**src/rtl/score_keeper_if.sv**
```systemverilog
// score_keeper_if: bundles the hit-event inputs and the game-state outputs
// of the scoring stage.
//   master : drives start/hit_valid/hit_grade/song_done, observes results
//   slave  : the score_keeper itself
interface score_keeper_if;
  logic        start;
  logic        hit_valid;
  logic [1:0]  hit_grade;   // 10 perfect, 01 good, 00 miss, 11 reserved
  logic        song_done;
  logic [19:0] score;
  logic [9:0]  combo;
  logic [9:0]  max_combo;
  logic [2:0]  mult;
  logic [3:0]  health;
  logic        playing;
  logic        game_over;

  modport master (
    output start, hit_valid, hit_grade, song_done,
    input  score, combo, max_combo, mult, health, playing, game_over
  );

  modport slave (
    input  start, hit_valid, hit_grade, song_done,
    output score, combo, max_combo, mult, health, playing, game_over
  );
endinterface

```
**src/rtl/score_keeper.sv**
```systemverilog
// score_keeper: rhythm-game scoring stage. Runs the IDLE/PLAYING/OVER
// session FSM and keeps combo, multiplier, health and a saturating score
// for the six-digit display.
//   clk   : system clock, rising edge
//   reset : asynchronous, active-low
//   sk    : score_keeper_if.slave (hit events in, game state out)
module score_keeper #(
  parameter int MAX_SCORE   = 999999,
  parameter int PERFECT_PTS = 100,
  parameter int GOOD_PTS    = 50,
  parameter int COMBO_STEP  = 10,
  parameter int MAX_MULT    = 4,
  parameter int MAX_HEALTH  = 8
) (
  input  logic           clk,
  input  logic           reset,
  score_keeper_if.slave  sk
);

  typedef enum logic [1:0] {IDLE, PLAYING, OVER} state_t;

  localparam logic [1:0] G_PERFECT = 2'b10;
  localparam logic [1:0] G_GOOD    = 2'b01;
  localparam logic [1:0] G_MISS    = 2'b00;

  state_t      state, state_n;
  logic [19:0] score, score_n;
  logic [9:0]  combo, combo_n;
  logic [9:0]  max_combo, max_combo_n;
  logic [2:0]  mult, mult_n;
  logic [3:0]  health, health_n;

  // Hit datapath, only consumed when a perfect/good hit is accepted.
  logic        is_perfect;
  logic [20:0] base, sum;
  logic [9:0]  combo_inc;
  logic [10:0] mult_raw;

  always_comb begin
    is_perfect = (sk.hit_grade == G_PERFECT);
    base       = is_perfect ? 21'(PERFECT_PTS) : 21'(GOOD_PTS);
    // Pre-hit multiplier; 21-bit sum so the clamp sees any overflow.
    sum        = {1'b0, score} + base * {18'd0, mult};
    combo_inc  = (combo == 10'd1023) ? combo : combo + 10'd1;
    mult_raw   = 11'(combo_inc / 10'(COMBO_STEP)) + 11'd1;
  end

  always_ff @(posedge clk or negedge reset) begin
    if (!reset) begin
      state     <= IDLE;
      score     <= '0;
      combo     <= '0;
      max_combo <= '0;
      mult      <= 3'd1;
      health    <= '0;
    end else begin
      state     <= state_n;
      score     <= score_n;
      combo     <= combo_n;
      max_combo <= max_combo_n;
      mult      <= mult_n;
      health    <= health_n;
    end
  end

  always_comb begin
    state_n     = state;
    score_n     = score;
    combo_n     = combo;
    max_combo_n = max_combo;
    mult_n      = mult;
    health_n    = health;

    // A start in any state (re)loads a fresh game; hits that cycle are dropped.
    if (sk.start) begin
      state_n     = PLAYING;
      score_n     = '0;
      combo_n     = '0;
      max_combo_n = '0;
      mult_n      = 3'd1;
      health_n    = 4'(MAX_HEALTH);
    end else if (state == PLAYING) begin
      if (sk.hit_valid) begin
        if (sk.hit_grade == G_PERFECT || sk.hit_grade == G_GOOD) begin
          score_n     = (sum > 21'(MAX_SCORE)) ? 20'(MAX_SCORE) : sum[19:0];
          combo_n     = combo_inc;
          mult_n      = (mult_raw > 11'(MAX_MULT)) ? 3'(MAX_MULT) : mult_raw[2:0];
          max_combo_n = (combo_inc > max_combo) ? combo_inc : max_combo;
          if (is_perfect && health < 4'(MAX_HEALTH))
            health_n = health + 4'd1;
        end else if (sk.hit_grade == G_MISS) begin
          combo_n  = '0;
          mult_n   = 3'd1;
          health_n = (health != 4'd0) ? health - 4'd1 : health;
          if (health_n == 4'd0)
            state_n = OVER;
        end
      end
      // The hit above is still scored when the chart ends on the same edge.
      if (sk.song_done)
        state_n = OVER;
    end
  end

  assign sk.score     = score;
  assign sk.combo     = combo;
  assign sk.max_combo = max_combo;
  assign sk.mult      = mult;
  assign sk.health    = health;
  assign sk.playing   = (state == PLAYING);
  assign sk.game_over = (state == OVER);

endmodule
```
**src/flat_wrapper.sv**
```systemverilog
// flat-port wrapper written by rule: the top's interface ports become plain ports
module score_keeper_flat 
#(
  parameter int MAX_SCORE   = 999999,
  parameter int PERFECT_PTS = 100,
  parameter int GOOD_PTS    = 50,
  parameter int COMBO_STEP  = 10,
  parameter int MAX_MULT    = 4,
  parameter int MAX_HEALTH  = 8
)
  (clk, reset, sk_start, sk_hit_valid, sk_hit_grade, sk_song_done, sk_score, sk_combo, sk_max_combo, sk_mult, sk_health, sk_playing, sk_game_over);
  score_keeper_if sk_i ();
  input  logic clk;
  input  logic reset;
  input wire logic [$bits(sk_i.start)-1:0] sk_start;
  input wire logic [$bits(sk_i.hit_valid)-1:0] sk_hit_valid;
  input wire logic [$bits(sk_i.hit_grade)-1:0] sk_hit_grade;
  input wire logic [$bits(sk_i.song_done)-1:0] sk_song_done;
  output wire logic [$bits(sk_i.score)-1:0] sk_score;
  output wire logic [$bits(sk_i.combo)-1:0] sk_combo;
  output wire logic [$bits(sk_i.max_combo)-1:0] sk_max_combo;
  output wire logic [$bits(sk_i.mult)-1:0] sk_mult;
  output wire logic [$bits(sk_i.health)-1:0] sk_health;
  output wire logic [$bits(sk_i.playing)-1:0] sk_playing;
  output wire logic [$bits(sk_i.game_over)-1:0] sk_game_over;
  assign sk_i.start = sk_start;
  assign sk_i.hit_valid = sk_hit_valid;
  assign sk_i.hit_grade = sk_hit_grade;
  assign sk_i.song_done = sk_song_done;
  assign sk_score = sk_i.score;
  assign sk_combo = sk_i.combo;
  assign sk_max_combo = sk_i.max_combo;
  assign sk_mult = sk_i.mult;
  assign sk_health = sk_i.health;
  assign sk_playing = sk_i.playing;
  assign sk_game_over = sk_i.game_over;
  score_keeper #(.MAX_SCORE(MAX_SCORE), .PERFECT_PTS(PERFECT_PTS), .GOOD_PTS(GOOD_PTS), .COMBO_STEP(COMBO_STEP), .MAX_MULT(MAX_MULT), .MAX_HEALTH(MAX_HEALTH)) u_core (.clk(clk), .reset(reset), .sk(sk_i));
endmodule
```
**config.mk**
```make
export PLATFORM = sky130hd
export DESIGN_NAME = score_keeper_flat
export DESIGN_NICKNAME = d
export VERILOG_FILES = /design/src/rtl/score_keeper_if.sv /design/src/rtl/score_keeper.sv /design/src/flat_wrapper.sv
export SDC_FILE = /design/constraint.sdc
export NUM_CORES = 1
export LEC_CHECK = 0
export CAP_MARGIN = 15
export CORE_UTILIZATION = 52
export DETAILED_ROUTE_END_ITERATION = 16
export PLACE_DENSITY_LB_ADDON = 0.08
export REMOVE_ABC_BUFFERS = 1
export SYNTH_ARGS = -nofsm -noshare
export SYNTH_HDL_FRONTEND = slang
export SYNTH_SLANG_ARGS = --single-unit
```
**constraint.sdc**
```tcl
create_clock -name clk -period 11 [get_ports clk]
set_input_delay 3.3 -clock clk [delete_from_list [all_inputs] [get_ports clk]]
set_output_delay 3.3 -clock clk [all_outputs]
set_load 0.005 [all_outputs]
```
# After elaboration in Yosys (flattened, before gate mapping)
# Cells that the tools add are included.
# W data, S select, Z words.
[totals] output_inout_bits=49 reg_bits=49 inputBits=7
[classes] div=1 n_reduce_logical=18 multipliers=1 n_lt_le_gt_ge=4 n_eq_ne=7 muxes=37 addsub=5
[op_table] operator="$mux W10" count=11
[op_table] operator="$mux W20" count=5
[op_table] operator="$mux W4" count=7
[op_table] operator="$add A20 B21 Y21" count=1
[op_table] operator="$gt A21 B20 Y1 const B" count=1
[op_table] operator="$mul A21 B3 Y21" count=1
[op_table] operator="$mux W3" count=6
[op_table] operator="$mux W2" count=7
[op_table] operator="$reduce_bool A3 Y1" count=4
[op_table] operator="$add A11 B1 Y11 const B" count=1
[op_table] operator="$div A10 B4 Y11 const B" count=1
[op_table] operator="$gt A11 B3 Y1 const B" count=1
[op_table] operator="$add A10 B1 Y10 const B" count=1
[op_table] operator="$eq A10 B10 Y1 const B" count=1
[op_table] operator="$gt A10 B10 Y1" count=1
[op_table] operator="$reduce_and A4 Y1" count=2
[op_table] operator="$reduce_bool A2 Y1" count=4
[op_table] operator="$mux W7" count=1
[op_table] operator="$ne A3 B3 Y1 const B" count=2
[op_table] operator="$reduce_and A3 Y1" count=2
[op_table] operator="$reduce_and A5 Y1" count=1
[op_table] operator="$add A4 B1 Y4 const B" count=1
[op_table] operator="$eq A2 B1 Y1 const B" count=2
[op_table] operator="$eq A2 B2 Y1 const B" count=2
[op_table] operator="other kinds (7)" count=7

# Logic depth before layout (Yosys ltp)
# Gate-level depths: netlist (run 1).
[logic_depth] depth_word=10 mapped_depth=27

# Worst setup path after synthesis (run 1)
# No wires, ideal clock.
[synth_timing] kind="input port to flip-flop" startpoint="input sk_hit_grade[0]" endpoint="register u_core.score[13], in the netlist u_core.sk.score[13]" setup_time_ps=82 arrival_ps=7432 path_slack_ps=3486 path_stages=20 cell_sequence="inv_1 -> ha_1 -> and2_1 -> fa_1 -> inv_1 -> fa_1 -> inv_1 -> ha_1 -> a21boi_0 -> o21ai_0 -> a21boi_0 -> o21ai_0 -> a2111oi_0 -> a211oi_1 -> o31ai_1 -> a221o_1 -> clkbuf_1 -> nand2_1 -> or3_1 -> a31oi_1"
[synth_between] elab_chain_cells=10
[synth_lines] element="from (decl)" line_no="flat_wrapper.sv:17" text="input wire logic [$bits(sk_i.hit_grade)-1:0] sk_hit_grade;"
[synth_lines] element="$eq A2 B2 Y1" line_no="score_keeper.sv:40, score_keeper.sv:84"
[synth_lines] element="$mux W7" line_no="score_keeper.sv:41" text="base = is_perfect ? 21'(PERFECT_PTS) : 21'(GOOD_PTS);"
[synth_lines] element="$mul A21 B3 Y21" line_no="score_keeper.sv:43" text="sum = {1'b0, score} + base * {18'd0, mult};"
[synth_lines] element="$add A20 B21 Y21" line_no="score_keeper.sv:43"
[synth_lines] element="$gt A21 B20 Y1" line_no="score_keeper.sv:85" text="score_n = (sum > 21'(MAX_SCORE)) ? 20'(MAX_SCORE) : sum[19:0];"
[synth_lines] element="$mux W20" line_no="score_keeper.sv:85"
[synth_lines] element="$mux W20" line_no="score_keeper.sv:84" text="if (sk.hit_grade == G_PERFECT || sk.hit_grade == G_GOOD) begin"
[synth_lines] element="$mux W20" line_no="score_keeper.sv:83" text="if (sk.hit_valid) begin"
[synth_lines] element="$mux W20" line_no="score_keeper.sv:82" text="end else if (state == PLAYING) begin"
[synth_lines] element="$mux W20" line_no="score_keeper.sv:75" text="if (sk.start) begin"
[synth_lines] element="to (signal assigned)" line_no="score_keeper.sv:58" text="score <= score_n;"
[synth_lines] element="to (decl)" line_no="score_keeper.sv:27" text="logic [19:0] score, score_n;"
# Several ways; a longest one is shown, not always the timed one. The select of a mux whose other input is x is not followed.
# A chain may end at the register's enable or synchronous reset.

# Final worst setup path (run 1)
[layout_timing] startpoint="input sk_hit_grade[0]" endpoint="register u_core.score[12], in the netlist u_core.sk.score[12]"
# Same word-level chain as after synthesis.

==> flow_summary.toml, run 1 <==
[synth]
synth_top_flop_cell = "dfrtp_1"
synthMuxAreaShare = 0.009536
ys_seq_area_frac = 0.2599
yosysUniqueCellTypes = 79
avgSynthCellArea_um2 = 7.794
synth_edf_count = 0
synthSimpleGateAreaFrac = 0.2305
synth_fa_ha_area_frac = 0.1205
ys_seq_elements = 49
synth_xor_area_frac = 0.02384
synth_compound_gate_area_share = 0.2768
syn_area_mm2 = 0.004723
ys_async_sr_fraction = 1.000
synth_cells = 606
yosys_warnings = 0
synth_top_family_by_area = "compound AO/OA/AOI/OAI gates"

[power_and_ir_drop]
irDropWorstVdd_mv = 0.04321
p_leak_uw = 0.002230
p_per_area_mw_per_mm2 = 83.57

[placed_design]
portBuffers = 55
post-place-ws_ns = 2.108
place.gp.congestion = 0.9540
dp_hpwl_um = 8817

[final_layout]
multi_input_comb_area_mm2 = 0.003134
seqCellArea_mm2 = 0.001227
antenna-diode-count = 0
area_growth_pct = 13.19
n_fill_cell = 826
final_common_cell = "nand2_1"
final_cell_mix = "68 x nand2_1, 54 x clkdlybuf4s50_1, 52 x o21ai_0, 48 x inv_1, 48 x dfrtp_1"
fin_nets = 684
drive_gt1_frac = 0.05634

[timing]
hold_viol = 0
setup_violations = 0
tightest_slew_ns = 0.7471
drv_slew = 0
max-slew-margin-rel = 0.4996
setup_tns_ns = 0
rsz0062_at_grt = "no"
fmax_mhz = 116.4
layout_min_cycle_time_ns = 8.593
fin_crit_sh = 0.7811
setup_ws_ns = 2.407
skew_ns = 0.008649

[route]
drt_wl_total_um = 12090
ant_nets = 0
drt_iter0_drc = 216
routedWlPerCell_um = 16.18
dr.pass1.iters = 5
wl_met2_um = 5962
routed-via-count = 4656
route.detailed.drc = 0
routed-wl-met3_um = 609
drt-met1-wl_um = 5369
top_layer_used = "met4"
avgViaCountPerCell = 6.233

[worst_setup_path]
cp_max_fo = 18
critPathTopFamily = "compound AO/OA/AOI/OAI gates"
crit_chain = "clkdlybuf4s50_1 -> inv_1 -> ha_1 -> and2_1 -> or2_2 -> ha_1 -> ha_1 -> inv_1 -> fa_1 -> nor2b_1 -> o21ai_0 -> a21boi_0 -> o21ai_0 -> a21boi_0 -> o21ai_0 -> a2111oi_0 -> a211oi_1 -> o31ai_1 -> a221o_1 -> nand2_1 -> or3_1 -> a31oi_1"
crit_slowest_cell = "a221o_1"
arrival_ns = 8.83
end_kind = "register"
crit_type = "in -> reg"
cp_num_cells = 22
crit_required_ns = 11.23
startpoint_type = "input port"
r2r_cells = 22
worst-path-buf-inv = 3
critPathMaxStageDelay_ns = 0.61

[worst_hold_path]
min_delay_path_depth = 2
holdCritPathClass = "reg -> reg"

[run_status]
status = "finished, final reports clean"

[global_route]
antenna_found_initial = 0
grt_max_degree = 50
track_usage = 0.2654
grt_pass1_vias = 4372
grt_overflow = 0
grt_pass1_wl_um = 20960

[clock_network]
clk_pin_slew_ns = 0.10
numCtsBuffers = 5
cts_setup_buffers = 0
cts_max_path_buffers = 2
cts_resized = 0
cts_hold_buf = 0
clkSinkCount = 49
clockRootBuffer = "clkbuf_8"
cts_tree = "done"
htreeDepth = 2
clock_latency_ns = 0.30

[floorplan]
dieArea_mm2 = 0.009468
row_count = 34
die_x_um = 97.31
chipHeight_um = 97.31
io_pins = 56
initial_utilization = 0.5390
coreArea_mm2 = 0.008763

[run]
max-cap-violations = 0
==> routing by layer <==
metal | up-vias | global-route usage
met3 | 15 | 0.03022
met5 | - | 0
met1 | 2232 | 0.3501
met4 | 0 | 0.07127
li1 | 2260 | -
met2 | 149 | 0.4621
==> worst paths after layout <==
path                                          from                   to  slack, ns
worst max-delay path               sk_hit_grade[0]  u_core.sk.score[12]       2.41
worst min-delay path               u_core.state[0]      u_core.state[0]       0.50
worst max register to register  u_core.sk.combo[0]    u_core.sk.mult[0]       4.84
worst min register to register     u_core.state[0]      u_core.state[0]       0.50
max in group asynchronous                    reset   u_core.sk.combo[9]       7.47
min in group asynchronous                    reset  u_core.sk.score[15]       3.08
==> layout make-up <==
type | instances | share of cell area
Clock buffer | 8 | 0.01498
Inverter | 51 | 0.03627
Multi-Input combinational cell | 472 | 0.5862
Sequential cell | 49 | 0.2296
Tap cell | 108 | 0.02528
Timing Repair Buffer | 59 | 0.1077
==> cells in the mapped netlist (all sizes together), types with 14 or more instances <==
library cell,n,share of area
nand2,68,0.054
o21ai,57,0.061
inv,51,0.041
dfrtp,48,0.25
nor2,43,0.034
a21oi,37,0.039
ha,31,0.082
nand3,29,0.038
clkbuf,20,0.016
a31oi,17,0.023
buf,16,0.021
nor3,16,0.017
o31ai,14,0.025
==> cells by family after synthesis <==
group / after synthesis
AO/OA/AOI/OAI: 195
buffers and inverters: 87
other: 1
flip-flops: 49
AND/OR/NAND/NOR: 217
adder cells (fa/ha/maj): 41
XOR/XNOR: 12
multiplexers: 4
==> through the flow <==
| stage | total power (uW) | util | std cells | hold slack (ns) | cell area (um2) |
|---|---|---|---|---|---|
| final | 446.8 | 0.6101 | 747 | 0.4961 | 5346 |
| after global placement | 337.2 | 0.6009 | 739 | 0.4778 | 5266 |
| after detailed placement | 342.9 | 0.6009 | 739 | 0.4798 | 5266 |
| after CTS | 451.0 | 0.6101 | 747 | 0.5011 | 5346 |
| after floorplan | 289.3 | - | 572 | 0.4620 | 4556 |
| after global routing | 476.1 | 0.6101 | 747 | 0.5223 | 5346 |
==> state kept, by name, indices dropped and copies added, names as in the netlist <==
name / count
u_core.sk.score: 20
u_core.sk.combo: 10
u_core.sk.mult: 3
u_core.state: 2
u_core.sk.health: 4
u_core.sk.max_combo: 10
==> worst min-delay path, stage by stage (launching register included) <==
cell	delay, ns
dfrtp_1	0.36
nand2_1	0.05
nand2_1	0.05
==> where the power goes <==
part           internal [uW]  switching [uW]  total (uW)
sequential               190            18.4         208
combinational           60.4            70.9         131
clock                   45.4            61.6         107
Power figures use the tool's default switching activity.
==> run 2: changes to the inputs <==
==> constraint.sdc (replaced) <==
create_clock -name clk -period 8.5 [get_ports clk]
set_input_delay 2.55 -clock clk [delete_from_list [all_inputs] [get_ports clk]]
set_output_delay 2.55 -clock clk [all_outputs]
set_load 0.005 [all_outputs]
==> flow_summary.toml, run 2 (same netlist as run 1, synthesis figures left out) <==
[route]
drt_wl_total_um = 12010
avgViaCountPerCell = 6.114
route.detailed.drc = 0
dr.pass1.iters = 5
routed-via-count = 4573
routedWlPerCell_um = 16.06
ant_nets = 0
drt_iter0_drc = 190

[final_layout]
largest_register = "u_core.sk.score"
fin_nets = 685
area_growth_pct = 13.56
largest_register_ffs = 20
drive_gt1_frac = 0.05938
finalInstanceArea_mm2 = 0.005364
final_cell_mix = "68 x nand2_1, 54 x clkdlybuf4s50_1, 52 x o21ai_0, 48 x inv_1, 48 x dfrtp_1"
antenna-diode-count = 0
final_common_cell = "nand2_1"
largestRegisters = "u_core.sk.score (20), u_core.sk.combo (10), u_core.sk.max_combo (10)"

[clock_network]
htreeDepth = 2
numCtsBuffers = 5
cts_resized = 0
clockRootBuffer = "clkbuf_8"
clkSinkCount = 49
clk_pin_slew_ns = 0.10
cts_setup_buffers = 0
clock_latency_ns = 0.30
cts_max_path_buffers = 2
cts_hold_buf = 0
cts_tree = "done"

[worst_setup_path]
arrival_ns = 7.68
crit_chain = "clkdlybuf4s50_1 -> inv_1 -> ha_1 -> and2_1 -> or2_2 -> ha_1 -> ha_1 -> inv_1 -> fa_1 -> nor2b_1 -> o21ai_0 -> a21boi_0 -> o21ai_0 -> a21boi_0 -> o21ai_0 -> a2111oi_0 -> a211oi_1 -> o31ai_1 -> a221o_1 -> nand2_1 -> or3_1 -> a31oi_1"
worstReg2RegStart = "u_core.sk.combo[0]"
crit_slowest_cell = "a2111oi_0"
critPathMaxStageDelay_ns = 0.49
crit_required_ns = 8.74
end_kind = "register"
r2r_slack_ns = 2.41
crit_start = "sk_hit_grade[0]"
startpoint_type = "input port"
crit_type = "in -> reg"
critPathTopFamily = "compound AO/OA/AOI/OAI gates"
worst-path-buf-inv = 3
cp_max_fo = 7

[placed_design]
dp_hpwl_um = 8806
place.gp.congestion = 0.9486
post-place-ws_ns = 0.8135
dpl_cell_area_mm2 = 0.005274
portBuffers = 55

[floorplan]
die_x_um = 97.31
row_count = 34
coreArea_mm2 = 0.008763
io_pins = 56
initial_utilization = 0.5390
dieArea_mm2 = 0.009468
chipHeight_um = 97.31

[power_and_ir_drop]
power_frac_seq = 0.461
p_int_uw = 390.7
p_sw_uw = 195.1
clkPwrFrac = 0.251
p_leak_uw = 0.002240
p_per_area_mw_per_mm2 = 109.2
comb_power_share = 0.289
switching_share = 0.3331
irDropWorstVdd_mv = 0.05678

[global_route]
grt_pass1_wl_um = 20340
antenna_found_initial = 0
grt_overflow = 0
grt_max_degree = 50
grt_pass1_vias = 4281
track_usage = 0.2583

[timing]
drv_slew = 0
setup_ws_ns = 1.058
setup_tns_ns = 0
skew_ns = 0.007483
max-slew-margin-rel = 0.4780
tightest_slew_ns = 0.7793
rsz0062_at_grt = "no"
layout_min_cycle_time_ns = 7.442
hold_viol = 0
fmax_mhz = 134.4
setup_violations = 0
fin_crit_sh = 0.8755

[run]
max-cap-violations = 0

[worst_hold_path]
holdCritPathClass = "reg -> reg"
hold_start = "u_core.state[0]"

[run_status]
status = "finished, final reports clean"
[run 2: changes by cell type in the layout (fill, tap and decap cells not counted), sizes merged]
cell / change
buf: +1
[run 2: cell type report]
type | instances | area, um2
clock buffers | 8 | 90.09
fillers | 837 | 3400
inverters | 51 | 193.9
multi-input cells | 472 | 3134
flip-flops and latches | 49 | 1227
well taps | 108 | 135.1
repair buffers | 60 | 583.1
[run 2: stage by stage]
stage / hold slack, ns / total power [uW] / instances / utilization
6_report: 0.4991 / 585.8 / 748 / 0.6121
3_3_place_gp: 0.4787 / 436.2 / 740 / 0.6018
5_1_grt: 0.5247 / 624.0 / 748 / 0.6121
3_5_place_dp: 0.4796 / 442.7 / 740 / 0.6018
2_1_floorplan: 0.4620 / 374.4 / 572 / -
4_1_cts: 0.5025 / 591.4 / 748 / 0.6121
[run 2: path summary, 6_finish.rpt]
check                                      end  cells past startpoint
max                        u_core.sk.score[13]                     22
min                            u_core.state[0]                      2
max reg2reg                  u_core.sk.mult[0]                     22
min reg2reg                    u_core.state[0]                      2
max in group asynchronous   u_core.sk.combo[9]                      2
min in group asynchronous  u_core.sk.score[13]                      2
[run 2: power by group through the flow]
stage                     combinational [uW]  sequential (uW)  clock [uW]
after floorplan                          105              270           0
after global placement                   163              274           0
after detailed placement                 168              274           0
after CTS                                169              270         153
after global routing                     190              273         161
final                                    169              270         147
[run 2: metal layers]
metal	global-route usage	share of wire	vias to the layer above
met5	0	0	-
met4	0.07466	0.015	0
met3	0.02950	0.037	17
met2	0.4556	0.50	101
met1	0.3330	0.45	2202
li1	-	-	2253
[run 2: tightest hold or removal path, cell delays in order, from the launching register on]
cell and delay, ns:
dfrtp_1 0.36, nand2_1 0.05, nand2_1 0.05
==> run 3: changes to the inputs <==
--- a/config.mk
+++ b/config.mk
@@ -5,6 +5,7 @@
 export SDC_FILE = /design/constraint.sdc
 export NUM_CORES = 1
 export LEC_CHECK = 0
+export ABC_AREA = 1
 export CAP_MARGIN = 15
 export CORE_UTILIZATION = 52
 export DETAILED_ROUTE_END_ITERATION = 16
==> flow_summary.toml, run 3 <==
[worst_setup_path]
worst-path-buf-inv = 6
crit_top_cell = "inv_1"
critPathTopFamily = "simple AND/OR/NAND/NOR gates"
crit_type = "in -> reg"
end_kind = "register"
startpoint_type = "input port"
arrival_ns = 7.91
crit_slowest_cell = "fa_1"
critPathMaxStageDelay_ns = 0.50
cp_max_fo = 12
crit_required_ns = 8.73

[timing]
skew_ns = 0.005488
fmax_mhz = 130.3
setup_violations = 0
setup_ws_ns = 0.8246
setup_tns_ns = 0
max-slew-margin-rel = 0.2574
layout_min_cycle_time_ns = 7.675
hold_viol = 0
whs_ns = 0.5072
tightest_slew_ns = 1.110
fin_crit_sh = 0.9030
rsz0062_at_grt = "no"
drv_slew = 0

[final_layout]
final_common_cell = "inv_1"
finalInstanceArea_mm2 = 0.005039
area_growth_pct = 18.55
largest_register = "u_core.sk.score"
drive_gt1_frac = 0.08308
n_fill_cell = 672
antenna-diode-count = 0
multi_input_comb_area_mm2 = 0.002550
seqCellArea_mm2 = 0.001227
largestRegisters = "u_core.sk.score (20), u_core.sk.combo (10), u_core.sk.max_combo (10)"
fin_nets = 695
final_cell_mix = "111 x inv_1, 110 x nand2_1, 54 x clkdlybuf4s50_1, 50 x o21ai_0"
largest_register_ffs = 20

[synth]
synth_commonest_cells = "111 x inv_1, 110 x nand2_1, 50 x o21ai_0, 48 x dfrtp_1, 48 x nand3_1"
yosys_warnings = 0
synth_cells = 593
avgSynthCellArea_um2 = 7.167
ys_seq_elements = 49
yosysUniqueCellTypes = 41
yosys.area.top_type = "dfrtp_1"
ys_async_sr_fraction = 1.000
synth_edf_count = 0
yosysTopAreaCellShare = 0.2826
synth_most_common_cell = "inv_1"
ys_seq_area_frac = 0.2888
synth_top_flop_cell = "dfrtp_1"
synthTopCellsByArea = "dfrtp_1 28%, inv_1 9.8%, nand2_1 9.7%"
syn_area_mm2 = 0.004250

[run]
max-cap-violations = 0

[route]
routed-via-count = 4021
routedWlPerCell_um = 13.95
routed-wl-met3_um = 363
ant_nets = 0
drt_wl_total_um = 10490
dr.pass1.iters = 5
top_layer_used = "met4"
wl_met2_um = 5260
avgViaCountPerCell = 5.347
drt-met1-wl_um = 4647
route.detailed.drc = 0
drt_iter0_drc = 172

[clock_network]
cts_max_path_buffers = 2
numCtsBuffers = 5
clock_latency_ns = 0.32
cts_setup_buffers = 0
cts_tree = "done"
htreeDepth = 2
clockRootBuffer = "clkbuf_8"
clkSinkCount = 49
cts_hold_buf = 0
clk_pin_slew_ns = 0.10
cts_resized = 0

[floorplan]
die_x_um = 92.41
coreArea_mm2 = 0.007807
chipHeight_um = 92.41
dieArea_mm2 = 0.008540
io_pins = 56
row_count = 32
initial_utilization = 0.5444

[power_and_ir_drop]
p_int_uw = 498.1
comb_power_share = 0.363
clkPwrFrac = 0.270
power_uw = 767.2
p_leak_uw = 0.002576
p_sw_uw = 269.1
irDropWorstVdd_mv = 0.07539
p_per_area_mw_per_mm2 = 152.3
switching_share = 0.3507
power_frac_seq = 0.366

[placed_design]
post-place-ws_ns = 0.6011
dp_hpwl_um = 8084
portBuffers = 55
place.gp.congestion = 0.9102
dpl_cell_area_mm2 = 0.004901

[global_route]
antenna_found_initial = 0
grt_pass1_wl_um = 17520
grt_pass1_vias = 3935
track_usage = 0.2562
grt_max_degree = 50
grt_overflow = 0

[worst_hold_path]
holdCritPathClass = "reg -> reg"

[run_status]
status = "finished, final reports clean"
-- run 3: cell count changes after synthesis, moves of 11 or more --
cell | before | now
inv_1 | 48 | 111
nand2_1 | 68 | 110
nand3_1 | 24 | 48
nand2_2 | 0 | 16
a31oi_1 | 17 | 2
o31ai_1 | 13 | 0
xor2_1 | 4 | 16
buf_2 | 11 | 0
clkbuf_1 | 20 | 9
-- run 3: kinds of logic after synthesis --
family,after synthesis,share of synthesized area
buf+inv,126,0.1130
other cells,1,0.0008823
compound gates,108,0.1413
simple gates,250,0.2858
flops,49,0.2888
fa+ha+maj,39,0.1289
xor+xnor,20,0.04121
-- run 3: routing by layer --
layer,vias up,track usage
met4,0,0.09896
li1,2032,-
met3,19,0.03284
met2,93,0.4654
met5,-,0
met1,1877,0.3049
-- run 3: layout make-up --
cell class                      instances  share of cell area
Inverter                              116             0.08642
Clock buffer                            5             0.01366
Tap cell                              102             0.02533
Sequential cell                        49              0.2436
Multi-Input combinational cell        420              0.5061
Timing Repair Buffer                   57              0.1112
Clock inverter                          3             0.01366
-- run 3: path summary, 6_finish.rpt --
path	start	endpoint	slack, ns	depth (start not counted)
worst max register to register	u_core.sk.combo[0]	u_core.sk.mult[0]	2.89	39
worst min register to register	u_core.state[0]	u_core.state[0]	0.51	2
min in group asynchronous	reset	u_core.sk.health[2]	2.32	2
worst min-delay path	u_core.state[0]	u_core.state[0]	0.51	2
max in group asynchronous	reset	u_core.sk.combo[4]	5.75	2
worst max-delay path	sk_hit_grade[0]	u_core.sk.score[15]	0.82	27
-- run 3: power groups by stage --
stage	Sequential (uW)	Clock, uW	Combinational (uW)
floorplan	283	0	171
global route	286	218	314
CTS	282	211	278
detailed placement	286	0	274
finish	281	207	279
global placement	286	0	270
-- run 3: worst reg2reg max path: cells and delay by family (launching register included) --
kind | cells | cell delay [ns]
DFF | 1 | 0.48
adders and majority gates | 3 | 0.65
buffers and inverters | 6 | 0.40
AOI/OAI and AO/OA | 3 | 0.46
and+or+nand+nor | 26 | 3.32
xor gates and xnor gates | 1 | 0.22
-- run 3: per-stage QoR --
step / instances / util
floorplan: 585 / -
global placement: 744 / 0.6277
detailed placement: 744 / 0.6277
CTS: 752 / 0.6454
global route: 752 / 0.6454
finish: 752 / 0.6454
